`config.mk`:
```
export PLATFORM = sky130hd
export DESIGN_NAME = pulse_monitor
export DESIGN_NICKNAME = d
export VERILOG_FILES = /design/src/rtl/pulse_pkg.sv /design/src/rtl/pulse_edge_det.sv /design/src/rtl/pulse_monitor.sv
export SDC_FILE = /design/constraint.sdc
export NUM_CORES = 1
export LEC_CHECK = 0
export ABC_AREA = 1
export CORE_MARGIN = 1.5
export CORE_UTILIZATION = 30
export CTS_CLUSTER_DIAMETER = 120
export DETAILED_ROUTE_END_ITERATION = 12
export GPL_ROUTABILITY_DRIVEN = 0
export PLACE_DENSITY = 0.51
export SETUP_SLACK_MARGIN = 0.3
export SYNTH_ARGS = -nofsm -noshare
export SYNTH_HDL_FRONTEND = slang
export SYNTH_SLANG_ARGS = --single-unit
```
`constraint.sdc`:
```
create_clock -name clk -period 4.97 [get_ports clk]
set_input_delay 1.491 -clock clk [delete_from_list [all_inputs] [get_ports clk]]
set_output_delay 1.491 -clock clk [all_outputs]
set_load 0.01 [all_outputs]
```
`src/rtl/pulse_pkg.sv`:
```
// Shared definitions for the pulse generator / monitor pair.
// Latency: n/a (types and constants only).
// Backpressure: n/a.
package pulse_pkg;

  typedef enum logic [1:0] {
    IDLE  = 2'd0,
    ARMED = 2'd1,
    COUNT = 2'd2,
    DRAIN = 2'd3
  } pulse_state_t;

  localparam int PULSE_CNT_W        = 32;
  localparam int PULSE_WIDTH_W      = 16;
  localparam int PULSE_IDLE_TIMEOUT = 16;

  // Bits needed for a counter that must be able to hold the value 'timeout'.
  function automatic int idle_cnt_w(input int timeout);
    return $clog2(timeout + 1);
  endfunction

endpackage

```
`src/rtl/pulse_edge_det.sv`:
```
// Registers the pulse line and flags its rising and falling edges.
// Latency: rise/fall are combinational against the 1-cycle delayed copy.
// Backpressure: none; pulse is sampled every cycle.
module pulse_edge_det (
  input  logic clk,
  input  logic reset,
  input  logic pulse,
  output logic rise,
  output logic fall
);

  logic pulseQ;

  // Delayed copy of the pulse line; cleared on reset so a high line counts as an edge.
  always_ff @(posedge clk) begin
    if (reset) pulseQ <= 1'b0;
    else       pulseQ <= pulse;
  end

  assign rise = pulse & ~pulseQ;
  assign fall = ~pulse & pulseQ;

endmodule

```
`src/rtl/pulse_monitor.sv`:
```
// Counts pulse rising edges against a programmed minimum, raises waitOnMe, reports end of train.
// Latency: 1 cycle from a rising edge to pulseTotal/waitOnMe; complete IDLE_TIMEOUT cycles after last edge.
// Backpressure: none; optional width measurement enabled by defining PULSE_MONITOR_WIDTH_EN.
module pulse_monitor
  import pulse_pkg::*;
#(
  parameter int CNT_W        = PULSE_CNT_W,
  parameter int IDLE_TIMEOUT = PULSE_IDLE_TIMEOUT,  // must be >= 2
  parameter int WIDTH_W      = PULSE_WIDTH_W
) (
  input  logic               clk,
  input  logic               reset,
  input  logic               arm,
  input  logic [CNT_W-1:0]   expectCount,
  input  logic               pulse,
  output logic               waitOnMe,
  output logic               busy,
  output logic               complete,
  output logic               timeoutErr,
  output logic [CNT_W-1:0]   pulseTotal,
  output logic [WIDTH_W-1:0] minWidth,
  output logic [WIDTH_W-1:0] maxWidth
);

  localparam int IW = idle_cnt_w(IDLE_TIMEOUT);
  localparam logic [IW-1:0]    IDLE_LIM = IW'(IDLE_TIMEOUT);
  localparam logic [IW-1:0]    IDLE_ONE = 1;
  localparam logic [CNT_W-1:0] CNT_ONE  = 1;

  pulse_state_t     state, state_nxt;
  logic [CNT_W-1:0] expect_lat, expect_nxt;
  logic [CNT_W-1:0] total_nxt, inc_total;
  logic [IW-1:0]    idle_cnt, idle_nxt, idle_inc;
  logic             idle_hit;
  logic             wait_nxt, terr_nxt, cmpl_nxt;
  logic             rise, fall;

  pulse_edge_det u_edge (
    .clk   (clk),
    .reset (reset),
    .pulse (pulse),
    .rise  (rise),
    .fall  (fall)
  );

  assign busy = (state != IDLE);

  // State and measurement registers; everything clears on reset.
  always_ff @(posedge clk) begin
    if (reset) begin
      state      <= IDLE;
      expect_lat <= '0;
      pulseTotal <= '0;
      idle_cnt   <= '0;
      waitOnMe   <= 1'b0;
      timeoutErr <= 1'b0;
      complete   <= 1'b0;
    end else begin
      state      <= state_nxt;
      expect_lat <= expect_nxt;
      pulseTotal <= total_nxt;
      idle_cnt   <= idle_nxt;
      waitOnMe   <= wait_nxt;
      timeoutErr <= terr_nxt;
      complete   <= cmpl_nxt;
    end
  end

  // Next-state logic: arm restarts from any state; the idle counter counts cycles without a rise.
  always_comb begin
    state_nxt  = state;
    expect_nxt = expect_lat;
    total_nxt  = pulseTotal;
    idle_nxt   = idle_cnt;
    wait_nxt   = waitOnMe;
    terr_nxt   = timeoutErr;
    cmpl_nxt   = 1'b0;
    inc_total  = (pulseTotal == '1) ? pulseTotal : pulseTotal + CNT_ONE;
    idle_inc   = (idle_cnt == IDLE_LIM) ? idle_cnt : idle_cnt + IDLE_ONE;
    idle_hit   = (idle_inc == IDLE_LIM);

    if (arm) begin
      // A rise coinciding with arm is deliberately not counted.
      expect_nxt = expectCount;
      total_nxt  = '0;
      idle_nxt   = '0;
      terr_nxt   = 1'b0;
      if (expectCount == '0) begin
        wait_nxt  = 1'b1;
        state_nxt = DRAIN;
      end else begin
        wait_nxt  = 1'b0;
        state_nxt = ARMED;
      end
    end else begin
      case (state)
        ARMED, COUNT: begin
          if (rise) begin
            total_nxt = inc_total;
            idle_nxt  = '0;
            state_nxt = COUNT;
            if (inc_total == expect_lat) begin
              wait_nxt  = 1'b1;
              state_nxt = DRAIN;
            end
          end else if (idle_hit) begin
            terr_nxt  = 1'b1;
            state_nxt = IDLE;
          end else begin
            idle_nxt = idle_inc;
          end
        end
        DRAIN: begin
          // Late pulses still count; a stuck-high line defers completion until it drops.
          if (rise) begin
            total_nxt = inc_total;
            idle_nxt  = '0;
          end else if (idle_hit && !pulse) begin
            cmpl_nxt  = 1'b1;
            state_nxt = IDLE;
          end else begin
            idle_nxt = idle_inc;
          end
        end
        default: ;
      endcase
    end
  end

`ifdef PULSE_MONITOR_WIDTH_EN
  localparam logic [WIDTH_W-1:0] W_ONE = 1;
  logic [WIDTH_W-1:0] high_cnt;

  // High-time counter; min/max are captured on each falling edge and cleared by arm.
  always_ff @(posedge clk) begin
    if (reset) begin
      high_cnt <= '0;
      minWidth <= '1;
      maxWidth <= '0;
    end else begin
      if (pulse) high_cnt <= (high_cnt == '1) ? high_cnt : high_cnt + W_ONE;
      else       high_cnt <= '0;
      if (arm) begin
        minWidth <= '1;
        maxWidth <= '0;
      end else if (fall) begin
        if (high_cnt < minWidth) minWidth <= high_cnt;
        if (high_cnt > maxWidth) maxWidth <= high_cnt;
      end
    end
  end
`else
  logic unused_fall;
  assign unused_fall = fall;
  assign minWidth    = '1;
  assign maxWidth    = '0;
`endif

endmodule
```
==> summary.txt <==
Top cells by area, synth = dfxtp_1 31%, nand2_1 18%, nor2_1 8.3%
Reg-to-Reg Start = pulseTotal[0]$_SDFFE_PP0P_
Crit-path cells = clkdlybuf4s50_1 -> inv_1 -> nor2_1 -> inv_1 -> nor2_1 -> clkinv_1 -> buf_4 -> a21oi_1 -> o21ai_0 -> inv_1
Pin count of the biggest net entering global routing = 59
Fmax = 279 MHz
Minimum clock period = 3580 ps
Static Leak = 2.68 nW
Crit-path leading delay family = buffers and inverters
DIE WIDTH = 131 um
DRT Pass-1 Iters = 4
First-pass GRT wire length = 23,400 um
Num CTS Buffers = 9
Drt drc = 0
Post-cts sizing count = 0
Height of the die = 131 um
Synth cell types = 32
Synthesized area per cell = 6.05 um2
Slew @ Worst Pin = 1130 ps
Tot GR Track Use = 18.1%
Part of the cycle the worst path needs = 72.0%
Cell mode on critical path = inv_1
Vias = 4,936
Status = complete, no violations
Max-slew violation count = 0
Area leader, netlist = dfxtp_1
CTS tree = yes
Max incr delay on CP = 640 ps
Hold path depth = 2
Startpoint Class = input pin
CP Capture Type = register
H-tree depth = 3
CTS Hold Bufs = 0
Worst-path clk slew = 60 ps
Mapped Cells = 809
Initial core utilization = 30.8%
Root Driver = clkbuf_16
HP Start = timeoutErr$_SDFFE_PP0P_
Reg2Reg Setup Slack = 1550 ps
Area Overhead vs Synth = 21.8%
Post-CTS setup buffer count = 0
Crit path buf inv count = 6
Sequential area share after synthesis = 30.7%
CP startpoint = pulse
Initial antenna violation count = 0
CP Data Arrival Time = 3880 ps
Clock share of power = 43.9%
Worst-path maximum fanout = 30
Routed wire length = 14,600 um
Core Util, Final = 37.5%
I/O pin count = 104
Grt ovf = 0
Detail Placement HPWL = 11,500 um
Power Dens Cells = 260 mW/mm2
Die Area = 0.0171 mm2
Combinational share of power = 13.7%
Share of the synthesized area in the top cell type = 30.7%
DR iter-0 viols = 287
Setup CP Type = in -> reg
Final setup viols = 0
Vias in the first global route = 4,395
Synth Register Bits = 75
Most frequent cells in the layout = 234 x nand2_1, 108 x nor2_1, 97 x inv_1, 75 x dfxtp_1, 73 x o21ai_0
Worst path slowest cell = nor2_1
Reg2Reg Depth = 17
Row count = 46
Max-cap violations = 0
Number of clock sinks = 75
Final setup skew = 8.59 ps
Mapped Area = 0.00489 mm2
Internal power = 1.12 mW
Switching Fraction = 27.5%
RSZ-0062 raised after global routing = no
Drt via density = 4.54
Worst Hold Class = reg -> reg
Drt wl/cell = 13.4 um
Worst Path Required = 5260 ps
NetSw = 0.427 mW
Synth Warn # = 0
Final Hold Viols = 0
Clk buf depth = 2
Number of antenna diodes = 0
Core area = 0.0159 mm2
Sequential power share = 42.5%
Fin nets = 910
Post-DRT Antenna Nets = 0
Most common cell after layout, fill and taps aside = nand2_1
Share of cells above drive strength 1 = 3.10%
Input/output buffers = 71
Relative slew slack = 24.4%
CP Depth = 10
Setup TNS = 0 ps
Filler cell count = 1,767
Worst vdd ir = 0.175 mV
Later-pin clock latency in the skew report = 350 ps
sequential cells by signal, indices dropped and copies added (netlist names):
signal	count
complete	1
expect_lat	32
idle_cnt	5
pulseTotal	32
state	2
timeoutErr	1
u_edge.pulseQ	1
waitOnMe	1
kinds of logic after synthesis:
kind of cell,share of synthesized area [%]
xor gates and xnor gates,2.33
DFF,30.7
adders and majority gates,1.53
and+or+nand+nor,35.3
AOI/OAI and AO/OA,15.0
buffers and inverters,15.0
other,0.154
layout make-up:
| type | instances | area (um2) | share of cell area, % |
|---|---|---|---|
| flip-flops and latches | 75 | 1500 | 25.2 |
| multi-input cells | 607 | 2770 | 46.5 |
| inverters | 100 | 375 | 6.30 |
| well taps | 216 | 270 | 4.54 |
| repair buffers | 75 | 741 | 12.4 |
| clock buffers | 10 | 239 | 4.01 |
| clock inverters | 5 | 61.3 | 1.03 |
final timing paths:
path / end
min: timeoutErr$_SDFFE_PP0P_
max reg2reg: state[0]$_SDFFE_PP0P_
max: pulseTotal[26]$_SDFFE_PP0P_
min reg2reg: timeoutErr$_SDFFE_PP0P_
through the flow:
stage                     area, um2  std cells  hold WS [ps]  total power [mW]  worst slack [ps]
after floorplan                5000        839           448             0.812              2280
after global placement         5660       1073           445             0.883              1150
after detailed placement       5660       1073           445             0.883              1030
after CTS                      5960       1088           460              1.57              1400
after global routing           5960       1088           494              1.63              1090
final                          5960       1088           458              1.55              1390
worst min-delay path: cells and delay by family (launching register included):
kind                   cells  cell delay (ps)
AOI/OAI and AO/OA          1               50
DFF                        1              310
buffers and inverters      1               50
power by group through the flow:
stage	clock, mW	combinational, mW	sequential, mW
after floorplan	0	0.148	0.664
after global placement	0	0.211	0.671
after detailed placement	0	0.212	0.671
after CTS	0.698	0.213	0.658
after global routing	0.723	0.241	0.662
final	0.680	0.212	0.658
layer usage:
metal / global-route usage [%] / wire [um]
met5: 0 / 0
met4: 9.05 / 459
met3: 2.57 / 661
met2: 27.1 / 6180
met1: 25.3 / 7330
synthesized netlist by cell type (all sizes together):
cell type and n:
nand2 236, nor2 111, inv 98, dfxtp 75
o21ai 73, a21oi 55, nand3 43, buf 37
clkbuf 20, nand3b 14, xor2 11, o21bai 7
ha 6, nor4 5, a211oi 4, nand4 3
clkinv 2, conb 2, or4 2, xnor2 2
a31oi 1, and3 1, nor3 1
(Power assumes the default switching activity.)
